--- src/rtl/ex_hazard_controller_pkg.sv ---
// ----------------------------------------------------------------------------
// ex_hazard_controller_pkg
// Shared types for the EX hazard controller of the 5-stage RV32I core:
//   forward_mux_code : operand select codes consumed by the EX stage
//   hazard_state_e   : controller FSM states
//   slot_t           : shadow copy of an in-flight instruction's write info
//   slot_hits()      : "does this slot write register r for a used source"
// ----------------------------------------------------------------------------
package ex_hazard_controller_pkg;

    typedef enum logic [2:0] {
        NO_FORWARD         = 3'd0,
        EX_RESULT_SELECT   = 3'd1,
        WB_RESULT_SELECT   = 3'd2,
        MEM_DATA_EX_SELECT = 3'd3,
        MEM_DATA_WB_SELECT = 3'd4
    } forward_mux_code;

    typedef enum logic [1:0] {
        RUN        = 2'd0,
        LOAD_STALL = 2'd1,
        FLUSH      = 2'd2
    } hazard_state_e;

    typedef struct packed {
        logic       valid;
        logic [4:0] rd;
        logic       reg_write;
        logic       is_load;
    } slot_t;

    // A slot supplies register r when it is live, writes a non-zero rd equal
    // to r and the consumer actually reads r. allow_load=0 excludes loads,
    // whose data is not yet available while they sit in EX.
    function automatic logic slot_hits(slot_t s, logic [4:0] r, logic used,
                                       logic allow_load);
        return s.valid & s.reg_write & (s.rd == r) & (s.rd != 5'd0) & used &
               (allow_load | ~s.is_load);
    endfunction

endpackage

--- src/rtl/ex_hazard_controller_if.sv ---
// ----------------------------------------------------------------------------
// ex_hazard_controller_if
// Groups the ID-side request signals and the controller's responses.
//   master : pipeline side (drives ID fields and flush_ip)
//   slave  : hazard controller side
// ----------------------------------------------------------------------------
interface ex_hazard_controller_if
    import ex_hazard_controller_pkg::*;
#(
    parameter int CNT_W = 16
) ();
    logic             id_valid_ip;
    logic [4:0]       id_rs1_addr_ip;
    logic [4:0]       id_rs2_addr_ip;
    logic             id_rs1_used_ip;
    logic             id_rs2_used_ip;
    logic [4:0]       id_rd_addr_ip;
    logic             id_reg_write_ip;
    logic             id_is_load_ip;
    logic             id_is_store_ip;
    logic             flush_ip;
    forward_mux_code  fa_mux_op;
    forward_mux_code  fb_mux_op;
    logic             stall_if_op;
    logic             stall_id_op;
    logic             bubble_ex_op;
    logic             squash_id_op;
    logic [CNT_W-1:0] stall_cnt_op;
    logic [CNT_W-1:0] flush_cnt_op;

    modport master (
        output id_valid_ip, id_rs1_addr_ip, id_rs2_addr_ip, id_rs1_used_ip,
               id_rs2_used_ip, id_rd_addr_ip, id_reg_write_ip, id_is_load_ip,
               id_is_store_ip, flush_ip,
        input  fa_mux_op, fb_mux_op, stall_if_op, stall_id_op, bubble_ex_op,
               squash_id_op, stall_cnt_op, flush_cnt_op
    );

    modport slave (
        input  id_valid_ip, id_rs1_addr_ip, id_rs2_addr_ip, id_rs1_used_ip,
               id_rs2_used_ip, id_rd_addr_ip, id_reg_write_ip, id_is_load_ip,
               id_is_store_ip, flush_ip,
        output fa_mux_op, fb_mux_op, stall_if_op, stall_id_op, bubble_ex_op,
               squash_id_op, stall_cnt_op, flush_cnt_op
    );
endinterface

--- src/rtl/ex_hazard_controller_forward_select.sv ---
// ----------------------------------------------------------------------------
// forward_select
// Combinational forward-code selection for one source operand.
//   ex_slot_i       : writer currently in EX
//   mem_slot_i      : writer currently in MEM
//   rs_addr_i       : source register read by the ID instruction
//   rs_used_i       : the source is actually read
//   is_store_data_i : operand is store data (selects MEM_DATA_* codes)
//   code_o          : resulting forward code
// ----------------------------------------------------------------------------
module forward_select
    import ex_hazard_controller_pkg::*;
(
    input  slot_t           ex_slot_i,
    input  slot_t           mem_slot_i,
    input  logic [4:0]      rs_addr_i,
    input  logic            rs_used_i,
    input  logic            is_store_data_i,
    output forward_mux_code code_o
);

    // Younger writer (EX) wins over older writer (MEM); loads in EX never
    // forward because their data only exists after MEM.
    always_comb begin
        code_o = NO_FORWARD;
        if (slot_hits(ex_slot_i, rs_addr_i, rs_used_i, 1'b0)) begin
            code_o = is_store_data_i ? MEM_DATA_EX_SELECT : EX_RESULT_SELECT;
        end else if (slot_hits(mem_slot_i, rs_addr_i, rs_used_i, 1'b1)) begin
            code_o = is_store_data_i ? MEM_DATA_WB_SELECT : WB_RESULT_SELECT;
        end else begin
            code_o = NO_FORWARD;
        end
    end

endmodule

--- src/rtl/ex_hazard_controller.sv ---
// ----------------------------------------------------------------------------
// ex_hazard_controller
// Hazard controller beside the ID/EX register of the 5-stage RV32I core.
// Shadows the EX and MEM destinations, registers forward codes for EX,
// inserts a one-cycle load-use stall and sequences squash on flush.
//   clock : core clock
//   reset : asynchronous active-low reset
//   hz    : slave modport carrying ID fields, flush_ip, forward codes,
//           stall/bubble/squash controls and saturating event counters
// Parameters: FLUSH_CYCLES (1..3) squash length, CNT_W counter width.
// ----------------------------------------------------------------------------
module ex_hazard_controller
    import ex_hazard_controller_pkg::*;
#(
    parameter int FLUSH_CYCLES = 1,
    parameter int CNT_W        = 16
) (
    input  logic                  clock,
    input  logic                  reset,
    ex_hazard_controller_if.slave hz
);

    localparam logic [1:0]       FLUSH_REM_INIT = 2'(FLUSH_CYCLES - 1);
    localparam hazard_state_e    FLUSH_ENTRY    = (FLUSH_CYCLES > 1) ? FLUSH : RUN;
    localparam logic [CNT_W-1:0] CNT_MAX        = {CNT_W{1'b1}};
    localparam logic [CNT_W-1:0] CNT_ONE        = CNT_W'(1);

    hazard_state_e   state_q, state_d, run_next_s;
    logic [1:0]      flush_rem_q, flush_rem_d, run_rem_s;
    slot_t           ex_slot_q, ex_slot_d;
    slot_t           mem_slot_q;
    forward_mux_code fa_q, fa_d, fb_q, fb_d;
    forward_mux_code fa_s, fb_s;
    logic [CNT_W-1:0] stall_cnt_q, stall_cnt_d;
    logic [CNT_W-1:0] flush_cnt_q, flush_cnt_d;
    logic            squash_s;
    logic            load_use_s;
    logic            bubble_s;
    logic            id_live_s;

    forward_select u_fwd_rs1 (
        .ex_slot_i       (ex_slot_q),
        .mem_slot_i      (mem_slot_q),
        .rs_addr_i       (hz.id_rs1_addr_ip),
        .rs_used_i       (hz.id_rs1_used_ip),
        .is_store_data_i (1'b0),
        .code_o          (fa_s)
    );

    forward_select u_fwd_rs2 (
        .ex_slot_i       (ex_slot_q),
        .mem_slot_i      (mem_slot_q),
        .rs_addr_i       (hz.id_rs2_addr_ip),
        .rs_used_i       (hz.id_rs2_used_ip),
        .is_store_data_i (hz.id_is_store_ip),
        .code_o          (fb_s)
    );

    // Hazard detection: squash covers the flush cycle plus the FLUSH state;
    // a load-use stall is only taken from RUN and never alongside a flush.
    always_comb begin
        squash_s   = hz.flush_ip | (state_q == FLUSH);
        load_use_s = 1'b0;
        if ((state_q == RUN) && !hz.flush_ip && hz.id_valid_ip && ex_slot_q.is_load) begin
            load_use_s = slot_hits(ex_slot_q, hz.id_rs1_addr_ip, hz.id_rs1_used_ip, 1'b1) |
                         slot_hits(ex_slot_q, hz.id_rs2_addr_ip, hz.id_rs2_used_ip, 1'b1);
        end else begin
            load_use_s = 1'b0;
        end
        bubble_s  = hz.flush_ip | load_use_s;
        id_live_s = hz.id_valid_ip & ~bubble_s & ~squash_s;
    end

    // Next-state: normal progression first, then flush overrides everything.
    always_comb begin
        run_next_s = state_q;
        run_rem_s  = flush_rem_q;
        case (state_q)
            RUN: begin
                run_next_s = load_use_s ? LOAD_STALL : RUN;
            end
            LOAD_STALL: begin
                run_next_s = RUN;
            end
            FLUSH: begin
                if (flush_rem_q <= 2'd1) begin
                    run_next_s = RUN;
                    run_rem_s  = 2'd0;
                end else begin
                    run_next_s = FLUSH;
                    run_rem_s  = flush_rem_q - 2'd1;
                end
            end
            default: begin
                run_next_s = RUN;
                run_rem_s  = 2'd0;
            end
        endcase
        state_d     = hz.flush_ip ? FLUSH_ENTRY : run_next_s;
        flush_rem_d = hz.flush_ip ? FLUSH_REM_INIT : run_rem_s;
    end

    // Datapath next values: EX shadow, registered forward codes, counters.
    always_comb begin
        ex_slot_d.valid     = id_live_s;
        ex_slot_d.rd        = hz.id_rd_addr_ip;
        ex_slot_d.reg_write = hz.id_reg_write_ip;
        ex_slot_d.is_load   = hz.id_is_load_ip;
        fa_d = id_live_s ? fa_s : NO_FORWARD;
        fb_d = id_live_s ? fb_s : NO_FORWARD;
        stall_cnt_d = stall_cnt_q;
        flush_cnt_d = flush_cnt_q;
        if (load_use_s && (stall_cnt_q != CNT_MAX)) begin
            stall_cnt_d = stall_cnt_q + CNT_ONE;
        end else begin
            stall_cnt_d = stall_cnt_q;
        end
        if (hz.flush_ip && (flush_cnt_q != CNT_MAX)) begin
            flush_cnt_d = flush_cnt_q + CNT_ONE;
        end else begin
            flush_cnt_d = flush_cnt_q;
        end
    end

    // State, shadow slots, codes and counters; EX/MEM advances every edge.
    always_ff @(posedge clock or negedge reset) begin
        if (!reset) begin
            state_q     <= RUN;
            flush_rem_q <= 2'd0;
            ex_slot_q   <= '0;
            mem_slot_q  <= '0;
            fa_q        <= NO_FORWARD;
            fb_q        <= NO_FORWARD;
            stall_cnt_q <= '0;
            flush_cnt_q <= '0;
        end else begin
            state_q     <= state_d;
            flush_rem_q <= flush_rem_d;
            ex_slot_q   <= ex_slot_d;
            mem_slot_q  <= ex_slot_q;
            fa_q        <= fa_d;
            fb_q        <= fb_d;
            stall_cnt_q <= stall_cnt_d;
            flush_cnt_q <= flush_cnt_d;
        end
    end

    // Control outputs are same-cycle; gating with reset keeps them quiet
    // while reset is held even if flush_ip is still asserted.
    assign hz.stall_if_op  = load_use_s & reset;
    assign hz.stall_id_op  = load_use_s & reset;
    assign hz.bubble_ex_op = bubble_s & reset;
    assign hz.squash_id_op = squash_s & reset;
    assign hz.fa_mux_op    = fa_q;
    assign hz.fb_mux_op    = fb_q;
    assign hz.stall_cnt_op = stall_cnt_q;
    assign hz.flush_cnt_op = flush_cnt_q;

endmodule

--- src/flat_wrapper.sv ---
// flat-port wrapper written by rule: the top's interface ports become plain ports
module ex_hazard_controller_flat import ex_hazard_controller_pkg::*;
#(
    parameter int FLUSH_CYCLES = 1,
    parameter int CNT_W        = 16
)
  (clock, reset, hz_id_valid_ip, hz_id_rs1_addr_ip, hz_id_rs2_addr_ip, hz_id_rs1_used_ip, hz_id_rs2_used_ip, hz_id_rd_addr_ip, hz_id_reg_write_ip, hz_id_is_load_ip, hz_id_is_store_ip, hz_flush_ip, hz_fa_mux_op, hz_fb_mux_op, hz_stall_if_op, hz_stall_id_op, hz_bubble_ex_op, hz_squash_id_op, hz_stall_cnt_op, hz_flush_cnt_op);
  ex_hazard_controller_if #(.CNT_W(CNT_W)) hz_i ();
  input  logic clock;
  input  logic reset;
  input wire logic [$bits(hz_i.id_valid_ip)-1:0] hz_id_valid_ip;
  input wire logic [$bits(hz_i.id_rs1_addr_ip)-1:0] hz_id_rs1_addr_ip;
  input wire logic [$bits(hz_i.id_rs2_addr_ip)-1:0] hz_id_rs2_addr_ip;
  input wire logic [$bits(hz_i.id_rs1_used_ip)-1:0] hz_id_rs1_used_ip;
  input wire logic [$bits(hz_i.id_rs2_used_ip)-1:0] hz_id_rs2_used_ip;
  input wire logic [$bits(hz_i.id_rd_addr_ip)-1:0] hz_id_rd_addr_ip;
  input wire logic [$bits(hz_i.id_reg_write_ip)-1:0] hz_id_reg_write_ip;
  input wire logic [$bits(hz_i.id_is_load_ip)-1:0] hz_id_is_load_ip;
  input wire logic [$bits(hz_i.id_is_store_ip)-1:0] hz_id_is_store_ip;
  input wire logic [$bits(hz_i.flush_ip)-1:0] hz_flush_ip;
  output wire logic [$bits(hz_i.fa_mux_op)-1:0] hz_fa_mux_op;
  output wire logic [$bits(hz_i.fb_mux_op)-1:0] hz_fb_mux_op;
  output wire logic [$bits(hz_i.stall_if_op)-1:0] hz_stall_if_op;
  output wire logic [$bits(hz_i.stall_id_op)-1:0] hz_stall_id_op;
  output wire logic [$bits(hz_i.bubble_ex_op)-1:0] hz_bubble_ex_op;
  output wire logic [$bits(hz_i.squash_id_op)-1:0] hz_squash_id_op;
  output wire logic [$bits(hz_i.stall_cnt_op)-1:0] hz_stall_cnt_op;
  output wire logic [$bits(hz_i.flush_cnt_op)-1:0] hz_flush_cnt_op;
  assign hz_i.id_valid_ip = hz_id_valid_ip;
  assign hz_i.id_rs1_addr_ip = hz_id_rs1_addr_ip;
  assign hz_i.id_rs2_addr_ip = hz_id_rs2_addr_ip;
  assign hz_i.id_rs1_used_ip = hz_id_rs1_used_ip;
  assign hz_i.id_rs2_used_ip = hz_id_rs2_used_ip;
  assign hz_i.id_rd_addr_ip = hz_id_rd_addr_ip;
  assign hz_i.id_reg_write_ip = hz_id_reg_write_ip;
  assign hz_i.id_is_load_ip = hz_id_is_load_ip;
  assign hz_i.id_is_store_ip = hz_id_is_store_ip;
  assign hz_i.flush_ip = hz_flush_ip;
  assign hz_fa_mux_op = hz_i.fa_mux_op;
  assign hz_fb_mux_op = hz_i.fb_mux_op;
  assign hz_stall_if_op = hz_i.stall_if_op;
  assign hz_stall_id_op = hz_i.stall_id_op;
  assign hz_bubble_ex_op = hz_i.bubble_ex_op;
  assign hz_squash_id_op = hz_i.squash_id_op;
  assign hz_stall_cnt_op = hz_i.stall_cnt_op;
  assign hz_flush_cnt_op = hz_i.flush_cnt_op;
  ex_hazard_controller #(.FLUSH_CYCLES(FLUSH_CYCLES), .CNT_W(CNT_W)) u_core (.clock(clock), .reset(reset), .hz(hz_i));
endmodule
--- config.mk ---
export PLATFORM = sky130hd
export DESIGN_NAME = ex_hazard_controller_flat
export DESIGN_NICKNAME = d
export VERILOG_FILES = /design/src/rtl/ex_hazard_controller_pkg.sv /design/src/rtl/ex_hazard_controller_if.sv /design/src/rtl/ex_hazard_controller_forward_select.sv /design/src/rtl/ex_hazard_controller.sv /design/src/flat_wrapper.sv
export SDC_FILE = /design/constraint.sdc
export NUM_CORES = 1
export LEC_CHECK = 0
export BUFFER_PORTS_ARGS = -buffer_cell sky130_fd_sc_hd__buf_2
export CORE_MARGIN = 5
export CORE_UTILIZATION = 40
export CTS_BUF_LIST = sky130_fd_sc_hd__clkbuf_4
export CTS_CLUSTER_DIAMETER = 100
export DETAILED_ROUTE_END_ITERATION = 8
export GPL_ROUTABILITY_DRIVEN = 1
export PLACE_DENSITY = 0.6
export REMOVE_ABC_BUFFERS = 1
export SKIP_CTS_REPAIR_TIMING = 1
export SLEW_MARGIN = 25
export SYNTH_ARGS = -nofsm -noshare
export SYNTH_HDL_FRONTEND = slang
export SYNTH_SLANG_ARGS = --single-unit
export TNS_END_PERCENT = 30
--- constraint.sdc ---
create_clock -name clock -period 3.1 [get_ports clock]
set_input_delay 0.62 -clock clock [delete_from_list [all_inputs] [get_ports clock]]
set_output_delay 0.62 -clock clock [all_outputs]
set_load 0.02 [all_outputs]
* Word-level counts from Yosys, hierarchy flattened *
Cells that the tools add are included.

cells by class
  order comparisons = 1
  equality and inequality tests = 9
  bitwise operators = 27
  mux-type cells = 16
  reductions and logical operators = 10
  $add $sub $neg = 3

operators with widths
  cell                                                                              count
  16-bit by 1-bit adder with 16-bit output, second input constant                   2
  16-bit != test, second input constant                                             2
  1-bit AND                                                                         21
  5-bit == test                                                                     4
  2-bit two-way mux                                                                 8
  3-bit two-way mux                                                                 4
  5-bit nonzero test                                                                2
  2-bit case mux with 2 select lines                                                2
  1-bit logical AND                                                                 5
  1-bit inverter                                                                    3
  1-bit bitwise OR                                                                  3
  2-bit by 1-bit == test with 1-bit output, second input constant                   1
  2-bit == test, second input constant                                              1
  2-bit by 1-bit less-or-equal comparator with 1-bit output, second input constant  1
  2-bit logical NOT                                                                 1
  1-bit two-way mux                                                                 2
  2-bit by 1-bit != test with 1-bit output, second input constant                   1
  2-bit OR reduction                                                                1
  2-bit by 1-bit subtractor with 2-bit output, second input constant                1
  1-bit logical NOT                                                                 1

word-level totals
  output and inout port bits = 42
  register bits after elaboration = 57
  bits of input ports = 24
  word-level logic and storage cells = 79

* Longest topological paths before layout *
Gate-level depths: netlist (run 1).

  word-level depth = 11
  mapped depth = 7

* Modules after synthesis *
From an unflattened synthesis (run 1), not the netlist that was laid out.

unflattened totals
  cell total of the unflattened synthesis = 242
  area total of the unflattened synthesis = 2751.4 µm²

modules (own cells, without submodules)
  module                sequential area each (µm²)  area an instance (µm²)  times used  cells each
  ex_hazard_controller  1451.4                      2388.5                  1           194
  forward_select        0.0                         181.4                   2           24

* Least setup slack after synthesis (run 1) *
No wires, ideal clock.

  path kind = input to output
  from = in hz_id_rs1_addr_ip[3]
  to = out hz_stall_if_op
  path buffers = 3
  arrival time = 2.040 ns
  data required time = 2.480 ns
  stages = 7
  slack = 0.440 ns
  cells stage by stage = xor2_1 -> nor4_1 -> a2bb2o_1 -> buf_2 -> buf_2 -> and3_1 -> buf_4

between the ends
  cells in the longest elaborated chain, start to end = 7

ends and longest elaborated chain
  item                    RTL line                        RTL
  from (decl)             flat_wrapper.sv:12              input wire logic [$bits(hz_i.id_rs1_addr_ip)-1:0] hz_id_rs1_addr_ip;
  5-bit == test           ex_hazard_controller_pkg.sv:37  return s.valid & s.reg_write & (s.rd == r) & (s.rd != 5'd0) & used &
  1-bit AND (3 in a row)  ex_hazard_controller_pkg.sv:37
  1-bit bitwise OR        ex_hazard_controller.sv:65      load_use_s = slot_hits(ex_slot_q, hz.id_rs1_addr_ip, hz.id_rs1_used_ip, 1'b1) |
  1-bit two-way mux       ex_hazard_controller.sv:64      if ((state_q == RUN) && !hz.flush_ip && hz.id_valid_ip && ex_slot_q.is_load) begin
  1-bit AND               --
  to (decl)               flat_wrapper.sv:23              output wire logic [$bits(hz_i.stall_if_op)-1:0] hz_stall_if_op;

Every way passes these cells.

* Final worst setup path (run 1) *
  from = reg u_core.ex_slot_q[3] (netlist bit)
  to = out hz_bubble_ex_op

between the ends
  cells in the longest elaborated chain, start to end = 8
  elaborated cells between the ends (all ways) = 13
  those cells by class = 2 x eq/ne; 1 x mux; 9 x bitwise; 1 x reduce/logical

ends and longest elaborated chain
  item                    RTL line                        RTL
  from (decl)             ex_hazard_controller.sv:30      slot_t ex_slot_q, ex_slot_d;
  from (signal assigned)  ex_hazard_controller.sv:139     ex_slot_q <= ex_slot_d;
  5-bit == test           ex_hazard_controller_pkg.sv:37
  1-bit AND (3 in a row)  ex_hazard_controller_pkg.sv:37
  1-bit bitwise OR *      ex_hazard_controller.sv:65
  1-bit two-way mux *     ex_hazard_controller.sv:64
  1-bit bitwise OR *      ex_hazard_controller.sv:70      bubble_s = hz.flush_ip | load_use_s;
  1-bit AND *             ex_hazard_controller.sv:152     assign hz.bubble_ex_op = bubble_s & reset;
  to (decl)               flat_wrapper.sv:25              output wire logic [$bits(hz_i.bubble_ex_op)-1:0] hz_bubble_ex_op;

Mark *: on every way between the ends. The rest lies on a longest branch, timed or not.

==> run summary, run 1 <==
Antenna violations before repair = 0
Avg Vias per Cell = 5.024
Lkg Pwr = 0.001503 uW
Via Count = 1904
Root Driver = clkbuf_4
Gr usage total = 0.1384
FFs w/ async S/R, synth = 1.000
Clock latency on the worst-skew pair = 370 ps
Rows = 29
Crit path required time = 2480 ps
Die Width = 90.39 um
Initial DRC Count = 51
Layout Nets = 327
Worst Path Max Fanout = 5
Largest net degree at the start of global routing = 27
Vias in the first global route = 1962
Worst Tran Pin Value = 650.5 ps
Final hold vios = 0
EDFF count, synth = 0
Crit path kind = register to primary output
Status = finished, final reports clean
Setup Skew = 8.735 ps
Relative slew slack = 0.5655
Most numerous cell in the Yosys netlist = dfrtp_1
Synthesized area = 2585 um2
Area growth syn-to-layout = 19.22%
DP Cell Count = 371
Worst Setup End Kind = primary output
Die span in y = 90.39 um
Setup TNS = 0 ps
Ys flop type = dfrtp_1
Initial DRT Pass Iterations = 4
CTS Buffer Depth = 2
Avg Cell Area, Syn = 11.19 um2
Slew Limit Fails = 0
Final global-route overflow total = 0
Top cell type's share of synthesized area = 0.5421
Top Ports = 66
First-pass GRT wire length = 9335 um
Worst Path Arrival = 2250 ps
Avg WL per Cell = 14.27 um
Worst min path class = input pin to asynchronous set/reset pin
Post-synth cell types = 37
Critical path startpoint category = register
Max Fclk = 348.0 MHz
Initial Util = 0.4094
Sequential fraction of the synthesis area = 0.5421
Reg2reg path depth = 6
Power Total = 1517 uW
Die ar. = 8170 um2
Yosys reg bits = 56
Crit path time final = 2873 ps
CTS tree = yes
RSZ-0062 raised after global routing = false
Synth cell count leaders = dfrtp_1 (56), xnor2_1 (37), nand3_1 (22)
I/O Buffers = 64
CP Launch Point = u_core.ex_slot_q[3]
Syn Inst Count = 231
Final period util = 0.9268
Max-cap viol count = 0
Layout Cells excl Fill = 379
CTS clk-pin slew, worst paths = 160 ps
Power density over cell area = 492.2 nW/um2
WL final = 5409 um
Routed Antenna Nets = 0
Fillers = 639
Max IR drop VDD = 0.2004 mV
# diodes = 0
DRC = 0
H-tree levels = 2
CORE AREA = 6314 um2
Final setup fails = 0
Post-synth top area cell = dfrtp_1
FF-to-FF Start = u_core.ex_slot_q[3]
Share of cells above drive strength 1 = 0.2781
Top cells by area, synth = dfrtp_1 (54%), xnor2_1 (13%), nand3_1 (4.3%), and3_1 (3.4%), nand4_1 (3.4%)
Yosys warns = 0
HPWL after DPL = 4097 um
CTS buffer count = 5
Final core utilization = 0.4881
Placer Congestion = 0.8515
Sinks on the clock net = 56
-- where the power goes --
| group | switching (uW) | leakage (uW) | internal, uW |
|---|---|---|---|
| Combinational | 154 | 0.000719 | 110 |
| Sequential | 64.4 | 0.000738 | 783 |
| Clock | 227 | 0.0000456 | 178 |
| Total | 445 | 0.00150 | 1070 |
-- cell type report --
type / count / area [um2] / share of cell area
flip-flops and latches: 56 / 1401 / 0.4547
multi-input cells: 165 / 1135 / 0.3683
repair buffers: 68 / 350.3 / 0.1137
well taps: 77 / 96.34 / 0.03126
clock buffers: 6 / 45.04 / 0.01462
clock inverters: 2 / 35.03 / 0.01137
inverters: 5 / 18.77 / 0.006090
-- flip-flops by register name, indices dropped and copies added, names as in the netlist --
name                    flops
u_core.hz.fa_mux_op         2
u_core.mem_slot_q           7
u_core.ex_slot_q            8
u_core.hz.fb_mux_op         3
u_core.state_q              2
u_core.hz.flush_cnt_op     16
u_core.flush_rem_q          2
u_core.hz.stall_cnt_op     16
-- routing by layer --
metal / share of wire / GRT usage / vias up / wire, um
met5: 0 / 0 / - / 0
met4: 0.012 / 0.03722 / 0 / 67
met3: 0.039 / 0.03417 / 5 / 212
met2: 0.45 / 0.2116 / 40 / 2448
met1: 0.50 / 0.1957 / 913 / 2680
li1: - / - / 946 / -
-- metrics by stage --
stage                     instance area, um2  setup slack, ps  hold slack, ps
after floorplan                         2555            526.7           324.4
after global placement                  3002            428.1           376.6
after global routing                    3082            115.3           183.2
after detailed placement                3002            427.8           377.2
after CTS                               3082            195.7           179.7
final                                   3082            226.8           173.5
-- kinds of logic (layout without fill, tap and decap cells) --
| group | after synthesis | count (layout) | synth area share |
|---|---|---|---|
| buffers and inverters | 10 | 81 | 0.01887 |
| XOR/XNOR | 47 | 47 | 0.1592 |
| AO/OA/AOI/OAI | 11 | 11 | 0.03485 |
| adder cells (fa/ha/maj) | 2 | 2 | 0.009679 |
| other | 1 | 1 | 0.001451 |
| multiplexers | 5 | 5 | 0.02130 |
| AND/OR/NAND/NOR | 99 | 99 | 0.2125 |
| flip-flops | 56 | 56 | 0.5421 |
-- critical path: stages, from the launching register on --
cell and delay [ps]:
dfrtp_1 470, or4_1 560, o211ai_2 260, nor2_2 100
and2_1 160, o21a_1 180, buf_2 160
-- placed cells by master, fill, tap and decap left out, types with 2 or more instances in the layout --
cell type   n
buf_2      64
dfrtp_1    56
xnor2_1    37
nand3_1    22
nand4_1    14
and3_1     14
nand2_1    13
nor2_1     11
xor2_1     10
clkbuf_4    6
inv_1       5
nor3_1      5
nor4_1      4
mux2_2      4
buf_4       4
or4_1       3
nand4b_1    2
and2_1      2
nor2b_1     2
and3b_1     2
o21ai_0     2
ha_1        2
-- final timing paths --
| check | to | slack, ps |
|---|---|---|
| worst min-delay path | u_core.hz.stall_cnt_op[8] | 170 |
| worst max register to register | u_core.hz.stall_cnt_op[1] | 990 |
| max in group asynchronous | u_core.hz.fa_mux_op[0] | 2220 |
| min in group clock | u_core.ex_slot_q[6] | 340 |
| worst max-delay path | hz_bubble_ex_op | 230 |
| worst min register to register | u_core.mem_slot_q[7] | 410 |
Power figures use the tool's default switching activity.
==> run 2, diff against run 1 <==
--- a/config.mk
+++ b/config.mk
@@ -7,12 +7,12 @@
 export LEC_CHECK = 0
 export BUFFER_PORTS_ARGS = -buffer_cell sky130_fd_sc_hd__buf_2
 export CORE_MARGIN = 5
-export CORE_UTILIZATION = 40
+export CORE_UTILIZATION = 59
 export CTS_BUF_LIST = sky130_fd_sc_hd__clkbuf_4
 export CTS_CLUSTER_DIAMETER = 100
 export DETAILED_ROUTE_END_ITERATION = 8
 export GPL_ROUTABILITY_DRIVEN = 1
-export PLACE_DENSITY = 0.6
+export PLACE_DENSITY = 0.85
 export REMOVE_ABC_BUFFERS = 1
 export SKIP_CTS_REPAIR_TIMING = 1
 export SLEW_MARGIN = 25
==> run 2 against run 1 <==
  * Via count increased by 1.8%
  * Sequential share of layout area grew 0.83 points
  * Clock power down 24%
  * Combinational power hardly changed
  * Critical path type unchanged
==> run summary, run 2 (same netlist as run 1, synthesis figures left out) <==
Max Fclk = 352.9 MHz
Final setup fails = 0
Reg-to-reg setup timing slack = 1000 ps
I/O Buffers = 64
H-tree levels = 2
Final period util = 0.9141
First-pass GRT wire length = 8907 um
CORE AREA = 4294 um2
Initial DRT Pass Iterations = 4
Worst Path Arrival = 2210 ps
Sinks on the clock net = 56
Die Width = 76.19 um
Worst Path Max Fanout = 5
Crit path time final = 2834 ps
CTS tree = yes
Antenna violations before repair = 0
Via Count = 1938
CP Launch Point = u_core.ex_slot_q[3]
Die span in y = 76.19 um
Commonest cells after routing, fill and taps aside = buf_2 (64), dfrtp_1 (56), xnor2_1 (37)
WL final = 5081 um
Final global-route overflow total = 0
Die ar. = 5805 um2
Crit path kind = register to primary output
Setup TNS = 0 ps
Rows = 24
Worst Setup End Kind = primary output
Initial DRC Count = 129
Setup Skew = 2.841 ps
RSZ-0062 raised after global routing = false
Final setup margin = 266.3 ps
CTS clk-pin slew, worst paths = 150 ps
Routed Antenna Nets = 0
Avg WL per Cell = 14.35 um
Crit path to = hz_bubble_ex_op
Slew Limit Fails = 0
Worst reg2reg endpoint = u_core.hz.stall_cnt_op[1]
Max IR drop VDD = 0.2782 mV
Power Total = 1416 uW
Relative slew slack = 0.5831
Placer Congestion = 0.8287
HPWL after DPL = 3938 um
Power density over cell area = 467.8 nW/um2
Worst min path class = input pin to asynchronous set/reset pin
Avg Vias per Cell = 5.475
Initial Util = 0.6020
FF-to-FF Start = u_core.ex_slot_q[3]
Pre-CTS setup slack = 401.6 ps
Fillers = 333
Clock latency on the worst-skew pair = 360 ps
CTS Buffer Depth = 2
Area growth syn-to-layout = 17.09%
Largest net degree at the start of global routing = 24
Worst Tran Pin Value = 624.2 ps
Max-cap viol count = 0
Status = finished, final reports clean
CTS buffer count = 5
Final hold vios = 0
Crit path required time = 2480 ps
Commonest non-fill, non-tap cell in the layout = buf_2
Top Ports = 66
# diodes = 0
Reg2reg path depth = 6
Share of cells above drive strength 1 = 0.2748
Lkg Pwr = 0.001486 uW
Critical path startpoint category = register
Layout Nets = 327
Vias in the first global route = 1939
Gr usage total = 0.1824
DRC = 0
Root Driver = clkbuf_4
## run 2: worst max-delay path, stage by stage (launching register included)
cell and delay, ps:
dfrtp_1 470, or4_1 560, o211ai_2 250, nor2_2 100, and2_1 160, o21a_1 170, buf_2 160
## run 2: metrics by stage
stage / utilization / cell area, um2 / instances / hold slack (ps)
3_5_place_dp: 0.6917 / 2970 / 346 / 379.2
4_1_cts: 0.7048 / 3027 / 354 / 183.2
2_1_floorplan: - / 2555 / 226 / 324.4
5_1_grt: 0.7048 / 3027 / 354 / 184.4
6_report: 0.7048 / 3027 / 354 / 184.0
3_3_place_gp: 0.6917 / 2970 / 346 / 377.4
## run 2: worst min-delay path by stage
stage / to / slack, ps / cells after the start
floorplan: u_core.ex_slot_q[0] / 320 / 0
global placement: u_core.mem_slot_q[1] / 380 / 0
detailed placement: u_core.mem_slot_q[7] / 380 / 0
CTS: u_core.hz.stall_cnt_op[6] / 180 / 1
global route: u_core.hz.stall_cnt_op[13] / 180 / 1
finish: u_core.hz.stall_cnt_op[1] / 180 / 1
## run 2: metal layers
layer,share of wire,vias to the layer above,global-route usage
met5,0,-,0
met4,0.0047,0,0.02622
met3,0.057,2,0.04846
met2,0.49,59,0.3031
met1,0.45,927,0.2461
li1,-,950,-
## run 2: layout make-up
class	instances	area, um2	share of cell area
multi-input combinational	165	1135	0.3749
tap	52	65.06	0.02150
clock inverter	2	11.26	0.003721
timing repair buffer	68	350.3	0.1158
clock buffer	6	45.04	0.01488
sequential	56	1401	0.4630
inverter	5	18.77	0.006201
## run 2: where the power goes
part / switching, uW / internal, uW
combinational: 153 / 110
sequential: 62.4 / 783
clock: 211 / 95.7
